**src/rtl/io_port_pkg.sv**
```systemverilog
// Port-bus address map and interrupt bit positions shared by the port responder.
package io_port_pkg;

   localparam logic [7:0] PID_LEDS       = 8'h40;
   localparam logic [7:0] PID_SSEG       = 8'h81;
   localparam logic [7:0] PID_SWITCHES   = 8'h20;
   localparam logic [7:0] PID_BUTTONS    = 8'h24;
   localparam logic [7:0] PID_TMR_RELOAD = 8'h30;
   localparam logic [7:0] PID_IRQ_STATUS = 8'h31;
   localparam logic [7:0] PID_IRQ_ENABLE = 8'h32;

   localparam int IRQ_TMR = 0;
   localparam int IRQ_BTN = 1;
   localparam int IRQ_W   = 2;

endpackage

```
**src/rtl/io_port_responder_debounce.sv**
```systemverilog
// Two-flop synchronizer plus stability counter; accepts a new vector only after it
// has been steady for CYCLES clocks and flags the bits that rose on acceptance.
module io_debounce #(
   parameter int WIDTH  = 4,
   parameter int CYCLES = 16
) (
   input  logic             clk_i,
   input  logic             rst_n_i,
   input  logic [WIDTH-1:0] async_i,
   output logic [WIDTH-1:0] db_o,
   output logic [WIDTH-1:0] rise_o
);

   localparam int CW = (CYCLES > 1) ? $clog2(CYCLES) : 1;
   localparam logic [CW-1:0] CNT_LAST = CW'(CYCLES - 1);

   logic [WIDTH-1:0] s1_q, s2_q, db_q, db_d, rise;
   logic [CW-1:0]    cnt_q, cnt_d;

   // s1 != s2 means the synchronized vector changes on this edge: restart the count.
   always_comb begin
      cnt_d = cnt_q;
      db_d  = db_q;
      rise  = '0;
      if (s1_q != s2_q) begin
         cnt_d = '0;
      end else if (s2_q != db_q) begin
         if (cnt_q == CNT_LAST) begin
            db_d  = s2_q;
            cnt_d = '0;
            rise  = s2_q & ~db_q;
         end else begin
            cnt_d = cnt_q + 1'b1;
         end
      end else begin
         cnt_d = '0;
      end
   end

   always_ff @(posedge clk_i or negedge rst_n_i) begin
      if (!rst_n_i) begin
         s1_q  <= '0;
         s2_q  <= '0;
         db_q  <= '0;
         cnt_q <= '0;
      end else begin
         s1_q  <= async_i;
         s2_q  <= s1_q;
         db_q  <= db_d;
         cnt_q <= cnt_d;
      end
   end

   assign db_o   = db_q;
   assign rise_o = rise;

endmodule

```
**src/rtl/io_port_responder.sv**
```systemverilog
// MCU port-bus responder: output registers, input read mux, interval timer and
// level interrupt built from sticky status bits masked by the enable register.
module io_port_responder
   import io_port_pkg::*;
#(
   parameter int PRESCALE        = 50000,
   parameter int DEBOUNCE_CYCLES = 16
) (
   input  logic       CLK,
   input  logic       RESET_N,
   input  logic [7:0] PORT_ID,
   input  logic [7:0] OUT_PORT,
   input  logic       IO_STRB,
   output logic [7:0] IN_PORT,
   output logic       INTERRUPT,
   input  logic [7:0] SWITCHES,
   input  logic [3:0] BUTTONS,
   output logic [7:0] LEDS,
   output logic [7:0] SSEG_DATA
);

   localparam int PW = (PRESCALE > 1) ? $clog2(PRESCALE) : 1;
   localparam logic [PW-1:0] PRE_LAST = PW'(PRESCALE - 1);

   logic [7:0]       leds_q, sseg_q, reload_q;
   logic [7:0]       sw_s1_q, sw_s2_q;
   logic [IRQ_W-1:0] status_q, status_d, enable_q, status_set, status_clr;
   logic             irq_q;
   logic [PW-1:0]    pre_q, pre_d;
   logic [7:0]       tmr_cnt_q, tmr_cnt_d;
   logic             tmr_expire;
   logic [3:0]       btn_db, btn_rise;
   logic             wr_leds, wr_sseg, wr_reload, wr_status, wr_enable;
   logic [7:0]       rd_data;

   io_debounce #(
      .WIDTH  (4),
      .CYCLES (DEBOUNCE_CYCLES)
   ) u_btn_db (
      .clk_i   (CLK),
      .rst_n_i (RESET_N),
      .async_i (BUTTONS),
      .db_o    (btn_db),
      .rise_o  (btn_rise)
   );

   assign wr_leds   = IO_STRB && (PORT_ID == PID_LEDS);
   assign wr_sseg   = IO_STRB && (PORT_ID == PID_SSEG);
   assign wr_reload = IO_STRB && (PORT_ID == PID_TMR_RELOAD);
   assign wr_status = IO_STRB && (PORT_ID == PID_IRQ_STATUS);
   assign wr_enable = IO_STRB && (PORT_ID == PID_IRQ_ENABLE);

   // A reload write restarts the period; reload of zero parks the timer.
   always_comb begin
      pre_d      = pre_q;
      tmr_cnt_d  = tmr_cnt_q;
      tmr_expire = 1'b0;
      if (wr_reload || (reload_q == 8'd0)) begin
         pre_d     = '0;
         tmr_cnt_d = '0;
      end else if (pre_q == PRE_LAST) begin
         pre_d = '0;
         if (tmr_cnt_q == reload_q - 8'd1) begin
            tmr_cnt_d  = '0;
            tmr_expire = 1'b1;
         end else begin
            tmr_cnt_d = tmr_cnt_q + 8'd1;
         end
      end else begin
         pre_d = pre_q + 1'b1;
      end
   end

   // New events are OR-ed in after the clear so a coincident set survives W1C.
   always_comb begin
      status_set          = '0;
      status_set[IRQ_TMR] = tmr_expire;
      status_set[IRQ_BTN] = |btn_rise;
      status_clr          = wr_status ? OUT_PORT[IRQ_W-1:0] : '0;
      status_d            = (status_q & ~status_clr) | status_set;
   end

   always_ff @(posedge CLK or negedge RESET_N) begin
      if (!RESET_N) begin
         leds_q    <= '0;
         sseg_q    <= '0;
         reload_q  <= '0;
         enable_q  <= '0;
         status_q  <= '0;
         irq_q     <= 1'b0;
         pre_q     <= '0;
         tmr_cnt_q <= '0;
         sw_s1_q   <= '0;
         sw_s2_q   <= '0;
      end else begin
         if (wr_leds)   leds_q   <= OUT_PORT;
         if (wr_sseg)   sseg_q   <= OUT_PORT;
         if (wr_reload) reload_q <= OUT_PORT;
         if (wr_enable) enable_q <= OUT_PORT[IRQ_W-1:0];
         status_q  <= status_d;
         irq_q     <= |(status_q & enable_q);
         pre_q     <= pre_d;
         tmr_cnt_q <= tmr_cnt_d;
         sw_s1_q   <= SWITCHES;
         sw_s2_q   <= sw_s1_q;
      end
   end

   always_comb begin
      rd_data = 8'h00;
      case (PORT_ID)
         PID_LEDS:       rd_data = leds_q;
         PID_SSEG:       rd_data = sseg_q;
         PID_SWITCHES:   rd_data = sw_s2_q;
         PID_BUTTONS:    rd_data = {4'b0000, btn_db};
         PID_TMR_RELOAD: rd_data = reload_q;
         PID_IRQ_STATUS: rd_data = {6'b000000, status_q};
         PID_IRQ_ENABLE: rd_data = {6'b000000, enable_q};
         default:        rd_data = 8'h00;
      endcase
   end

   assign IN_PORT   = RESET_N ? rd_data : 8'h00;
   assign INTERRUPT = irq_q;
   assign LEDS      = leds_q;
   assign SSEG_DATA = sseg_q;

endmodule

```
**config.mk**
```make
export PLATFORM = sky130hd
export DESIGN_NAME = io_port_responder
export DESIGN_NICKNAME = d
export VERILOG_FILES = /design/src/rtl/io_port_pkg.sv /design/src/rtl/io_port_responder_debounce.sv /design/src/rtl/io_port_responder.sv
export SDC_FILE = /design/constraint.sdc
export NUM_CORES = 1
export LEC_CHECK = 0
export CAP_MARGIN = 20
export CORE_MARGIN = 5
export CORE_UTILIZATION = 50
export DETAILED_ROUTE_END_ITERATION = 6
export PLACE_DENSITY = 0.71
export RECOVER_POWER = 100
export SLEW_MARGIN = 20
export SYNTH_ARGS = -nofsm -noshare
export SYNTH_HDL_FRONTEND = slang
export SYNTH_SLANG_ARGS = --single-unit
```
**constraint.sdc**
```tcl
create_clock -name CLK -period 2.2 [get_ports CLK]
set_input_delay 0.22 -clock CLK [delete_from_list [all_inputs] [get_ports CLK]]
set_output_delay 0.22 -clock CLK [all_outputs]
set_load 0.01 [all_outputs]
```
==> results.toml, run 1 <==
[global_routing]
grt_max_degree = 62
antenna_found_initial = 0
grt_pass1_wl_um = 14790
grt_pass1_vias = 3034
grt_usage = 0.1917
overflow = 0

[power_and_ir_drop]
p_leak_nw = 2.280
p_sw_frac = 0.2759
p_seq_frac = 0.542
powerDensity_nw_per_um2 = 623.6
power_mw = 3.076
ir_drop_uv = 411.6
power_switching_mw = 0.8489
clkPwrFrac = 0.353
power_frac_comb = 0.106
intPower_mw = 2.227

[yosys]
synth_area_um2 = 3884
yosysWarnings = 0
async_reset_ff_frac = 1.000
yosys.area.top_type = "dfrtp_1"
syn_nets = 377
yosys.cell_types.count = 48
synthTopCellsByCount = "dfrtp_1, nor2_1, mux2_2, nand2_1, xor2_1"
synth_top_area_share = 0.5477
netlist_instances = 337
synth_seq_cells = 85
yosysMostFrequentCell = "dfrtp_1"
avgSynthCellArea_um2 = 11.52
ys.flop_type = "dfrtp_1"
ys_seq_area_frac = 0.5477
synth_edf_count = 0
synth.top_cells.by_area = "dfrtp_1, mux2_2, xor2_1, a22oi_1, xnor2_1"

[worst_setup_path]
criticalPathCategory = "flop to flop"
critPathLaunchType = "flop"
cp-end-kind = "flop"
critPathMaxFanout = 4
critPathArrivalTime_ns = 2.42
cp.required_ns = 2.44

[finish]
fin_nets = 469
diodes = 0
final_area_um2 = 4933
fill_cells = 622
syn2layout_area_growth_pct = 27.03
stdcell_count = 536
drive_above_1_share = 0.2005

[detailed_routing]
wl_per_cell_um = 16.35
drt_iter0_drc = 143
drc = 0
drtPass1Iterations = 4
via_per_inst = 5.483
drt-total-wl_um = 8763
vias = 2939
final_antenna_net_count = 0

[floorplan]
die_area_um2 = 9630
core_area_um2 = 7647
die-height_um = 98.14
die-width_um = 98.14
initial_utilization = 0.5079
rows = 32
num_io_pins = 56

[hold_path]
hold_class = "flop to flop"

[clock_network]
ctsHtreeMaxLevel = 3
cts_tree = "done"
clk_pin_slew_worst_paths_ns = 0.10
cts_buffer_depth = 2
cts-root-buf = "clkbuf_8"
cts_buffers = 9
insertion_delay_ns = 0.35
clock-sinks = 85

[sta]
rsz0062_at_grt = "true"
worst_pin_slew_ns = 0.8087
finalSetupViolCount = 0
fin_crit_sh = 0.9909
finalCriticalPeriod_ns = 2.180
hold_violations = 0
drv_slew = 0
skew_ns = 0.01230
fmax_mhz = 458.7
slew_headroom = 0.4609

[placement]
place_area_um2 = 4751
dp.final_hpwl_um = 6496
place_inst = 517
port-buffer-count = 55
gp_congestion = 0.8429

[status]
outcome = "complete, no violations"

[run]
cap_viol_max_count = 0
repair_timing:
item                                    CTS  global route
pin swaps                                 4             5
endpoints found under the hold margin    24             0
resized for setup                        51             4
buffers inserted                          1             1
hold buffers                              1             0
endpoints found under the setup margin   10            17
flip-flops by register name (all words and copies together) (netlist names):
signal          cells
pre_q              16
LEDS                8
SSEG_DATA           8
reload_q            8
sw_s1_q             8
sw_s2_q             8
tmr_cnt_q           8
u_btn_db.cnt_q      4
u_btn_db.db_o       4
u_btn_db.s1_q       4
u_btn_db.s2_q       4
enable_q            2
status_q            2
INTERRUPT           1
cells in the final DEF (no fill, tap or decap), types with 3 or more instances in the layout:
cell             instances
xor2_1                  17
nand3_1                  8
dfrtp_1                 84
dlygate4sd3_1           30
and3_1                   9
inv_1                    9
buf_2                   11
inv_8                    4
clkdlybuf4s50_1          9
mux2_2                  26
nand2b_1                 4
and4b_1                  3
nor2_1                  27
nand4_1                 11
a31oi_1                  5
ha_1                     9
o21ai_0                 10
dlygate4sd2_1            8
and2_1                   5
a21oi_1                  9
buf_4                   20
nor3_1                   9
xnor2_1                 13
a22oi_1                 16
clkbuf_1                 6
clkbuf_8                 9
nand2_1                 19
area by class of cell:
type	count	area (um2)	share of cell area
sequential	85	2128	0.4314
multi-input combinational	236	1729	0.3505
timing repair buffer	88	719.4	0.1458
tap	102	127.6	0.02587
clock buffer	9	123.9	0.02511
clock inverter	7	71.32	0.01446
inverter	9	33.78	0.006848
cells by family after synthesis:
family | after synthesis | share of synthesized area
flip-flops | 85 | 0.5477
adder cells (fa/ha/maj) | 9 | 0.02900
AO/OA/AOI/OAI | 56 | 0.09891
XOR/XNOR | 30 | 0.06765
multiplexers | 26 | 0.07539
buffers and inverters | 16 | 0.01740
AND/OR/NAND/NOR | 115 | 0.1640
routing by layer:
layer	track usage	vias up	part of all wire
li1	-	1428	-
met1	0.2714	1439	0.47
met2	0.3005	60	0.48
met3	0.03214	12	0.036
met4	0.06828	0	0.015
met5	0	-	0
metrics by stage:
step	utilization	worst slack [ns]	hold slack (ns)	TNS [ns]
final	0.6451	0.02000	0.3518	0
after floorplan	-	0.1787	-0.07559	0
after CTS	0.6512	0.003785	0.2735	0
after global placement	0.6212	-0.5237	0.2691	-4.313
after detailed placement	0.6212	-0.6005	0.2702	-5.727
after global routing	0.6451	-0.06309	0.3600	-0.2768
power by group through the flow:
stage / Clock (mW) / Combinational (mW) / Sequential (mW)
6_report: 1.08 / 0.325 / 1.67
4_1_cts: 1.12 / 0.343 / 1.67
5_1_grt: 1.20 / 0.364 / 1.67
3_3_place_gp: 0 / 0.330 / 1.70
2_1_floorplan: 0 / 0.138 / 1.69
3_5_place_dp: 0 / 0.333 / 1.70
worst max-delay path: stages (launching register included):
cell	delay, ns
dfrtp_1	0.44
buf_6	0.14
or4_4	0.51
o21bai_1	0.17
a31oi_1	0.14
nand4_1	0.16
or2_4	0.29
a32o_1	0.22
worst paths after layout:
| path | from | to | slack, ns | cells after the start |
|---|---|---|---|---|
| setup / recovery | reload_q[0] | tmr_cnt_q[7] | 0.02 | 7 |
| max in group asynchronous | RESET_N | reload_q[1] | 0.41 | 4 |
| setup reg to reg | reload_q[0] | tmr_cnt_q[7] | 0.02 | 7 |
| hold / removal | sw_s1_q[0] | sw_s2_q[0] | 0.35 | 0 |
| min in group asynchronous | RESET_N | SSEG_DATA[1] | 0.59 | 3 |
| hold reg to reg | sw_s1_q[0] | sw_s2_q[0] | 0.35 | 0 |
Power figures use the tool's default switching activity.
==> inputs of run 2 (changes only) <==
--- a/config.mk
+++ b/config.mk
@@ -8,6 +8,7 @@
 export CAP_MARGIN = 20
 export CORE_MARGIN = 5
 export CORE_UTILIZATION = 50
+export CTS_CLUSTER_SIZE = 20
 export DETAILED_ROUTE_END_ITERATION = 6
 export PLACE_DENSITY = 0.71
 export RECOVER_POWER = 100
==> results of run 2 <==
Same layout as run 1: the final DEF is identical, and so are final timing and power.
==> inputs of run 3 (changes only) <==
--- a/config.mk
+++ b/config.mk
@@ -5,6 +5,7 @@
 export SDC_FILE = /design/constraint.sdc
 export NUM_CORES = 1
 export LEC_CHECK = 0
+export ABC_CLOCK_PERIOD_IN_PS = 2200
 export CAP_MARGIN = 20
 export CORE_MARGIN = 5
 export CORE_UTILIZATION = 50
@@ -12,6 +13,7 @@
 export DETAILED_ROUTE_END_ITERATION = 6
 export PLACE_DENSITY = 0.71
 export RECOVER_POWER = 100
+export SKIP_CTS_REPAIR_TIMING = 1
 export SLEW_MARGIN = 20
 export SYNTH_ARGS = -nofsm -noshare
 export SYNTH_HDL_FRONTEND = slang
==> run 3 against run 2 <==
Sequential power about the same. Worst setup slack better by 0.078 ns. Register-to-register slack better by 0.08 ns. Design area up 1.4%. Sequential share of layout area down 0.53 points. Die area unchanged. Highest routed layer unchanged. Largest cell class unchanged. Non-clock buffer count down 1. Core utilization up 0.88 points. Maximum frequency up 3.7%.
==> results.toml, run 3 (synthesis results as in run 1) <==
[worst_setup_path]
cp.required_ns = 2.44
slowest_delay_ns = 0.55
critPathMaxFanout = 4
path_cells = "or4_4 > o21bai_1 > a31oi_1 > nand4_1 > or2_4 > a32o_1"
cp-end-kind = "flop"
criticalPathCategory = "flop to flop"
critPathArrivalTime_ns = 2.35
critPathLaunchType = "flop"
critPathBufInv = 0
crit_start = "reload_q[0]"
cpMaxStageDelayCell = "or4_4"
crit_family = "simple AND/OR/NAND/NOR gates"
r2r_start = "reload_q[0]"

[floorplan]
core_area_um2 = 7647
die_area_um2 = 9630
die-width_um = 98.14
num_io_pins = 56
initial_utilization = 0.5079
rows = 32
die-height_um = 98.14

[finish]
fill_cells = 600
diodes = 0
fin_util = 0.6540
fin_nets = 468
drive_above_1_share = 0.2217
largest_register_ffs = 16
layout_commonest_cell = "dfrtp_1"
largest-register = "pre_q"
syn2layout_area_growth_pct = 28.77
mostFrequentLayoutCells = "dfrtp_1, buf_4, nor2_1"
stdcell_count = 535

[clock_network]
clock-sinks = 85
cts_tree = "done"
cts_buffer_depth = 2
cts_buffers = 9
insertion_delay_ns = 0.36
clk_pin_slew_worst_paths_ns = 0.10
cts-root-buf = "clkbuf_8"
ctsHtreeMaxLevel = 3

[sta]
finalCriticalPeriod_ns = 2.102
worst_slack_ns = 0.09750
finalSetupViolCount = 0
worst_pin_slew_ns = 0.7436
drv_slew = 0
hold_violations = 0
skew_ns = 0.01174
slew_headroom = 0.5043
fmax_mhz = 475.6
rsz0062_at_grt = "true"
fin_crit_sh = 0.9557
final.setup.tns_ns = 0

[global_routing]
overflow = 0
grt_use_met2 = 0.2937
grtUsageMet1 = 0.2700
grt-busiest-layer = "met2"
antenna_found_initial = 0
grt_usage = 0.1885
grt_pass1_wl_um = 14560
grt_max_degree = 62
grt_pass1_vias = 2972
met3_usage = 0.03071

[power_and_ir_drop]
power_switching_mw = 0.8601
intPower_mw = 2.241
p_seq_frac = 0.538
clkPwrFrac = 0.353
power_frac_comb = 0.110
p_leak_nw = 2.289
power_mw = 3.101
ir_drop_uv = 411.6
powerDensity_nw_per_um2 = 620.1
p_sw_frac = 0.2773

[placement]
dp.final_hpwl_um = 6496
pre_cts_ws_ns = -0.6005
place_inst = 517
port-buffer-count = 55
gp_congestion = 0.8429

[detailed_routing]
drc = 0
drt-total-wl_um = 8874
wl_per_cell_um = 16.59
via_per_inst = 5.464
vias = 2923
drtPass1Iterations = 4
final_antenna_net_count = 0
drt_iter0_drc = 164

[status]
outcome = "complete, no violations"

[hold_path]
hold_class = "flop to flop"
min-delay-start = "sw_s1_q[0]"

[run]
cap_viol_max_count = 0
run 3: changes by cell type in the layout (fill, tap and decap cells not counted), moves of 2 or more:
cell,delta
clkbuf_4,-2
buf_2,-10
clkbuf_2,+6
inv_1,-2
dlygate4sd2_1,-8
inv_2,+2
clkbuf_1,-5
dfrtp_1,-2
clkdlybuf4s50_1,+17
buf_4,+9
dlymetal6s2s_1,+8
dlygate4sd3_1,-17
dfrtp_2,+2
run 3: worst paths after layout:
| check | end | slack, ns | cells after the start |
|---|---|---|---|
| max in group asynchronous | reload_q[1] | 0.46 | 4 |
| min in group asynchronous | SSEG_DATA[1] | 0.64 | 3 |
| max | tmr_cnt_q[7] | 0.1 | 6 |
| max reg2reg | tmr_cnt_q[7] | 0.1 | 6 |
| min | sw_s2_q[0] | 0.35 | 0 |
| min reg2reg | sw_s2_q[0] | 0.35 | 0 |
run 3: power groups by stage:
stage / clock [mW] / sequential, mW / combinational (mW)
finish: 1.09 / 1.67 / 0.340
CTS: 1.12 / 1.67 / 0.336
floorplan: 0 / 1.69 / 0.138
detailed placement: 0 / 1.70 / 0.333
global placement: 0 / 1.70 / 0.330
global route: 1.20 / 1.68 / 0.379
run 3: cell type report:
type,instances,area (um2),share of cell area
clock buffer,9,123.9,0.02477
inverter,9,33.78,0.006755
sequential,85,2131,0.4261
multi-input combinational,236,1739,0.3478
tap,102,127.6,0.02552
clock inverter,7,71.32,0.01426
timing repair buffer,87,774.5,0.1549
run 3: metal layers:
layer	up-vias	part of all wire
met5	-	0
met4	0	0.010
met3	7	0.044
met2	64	0.47
met1	1434	0.48
li1	1418	-
run 3: metrics by stage:
stage          hold slack, ns  cell area (um2)
2_1_floorplan        -0.07559             3884
3_3_place_gp           0.2691             4751
3_5_place_dp           0.2702             4751
4_1_cts               -0.1262             4946
5_1_grt                0.3599             5001
6_report               0.3492             5001
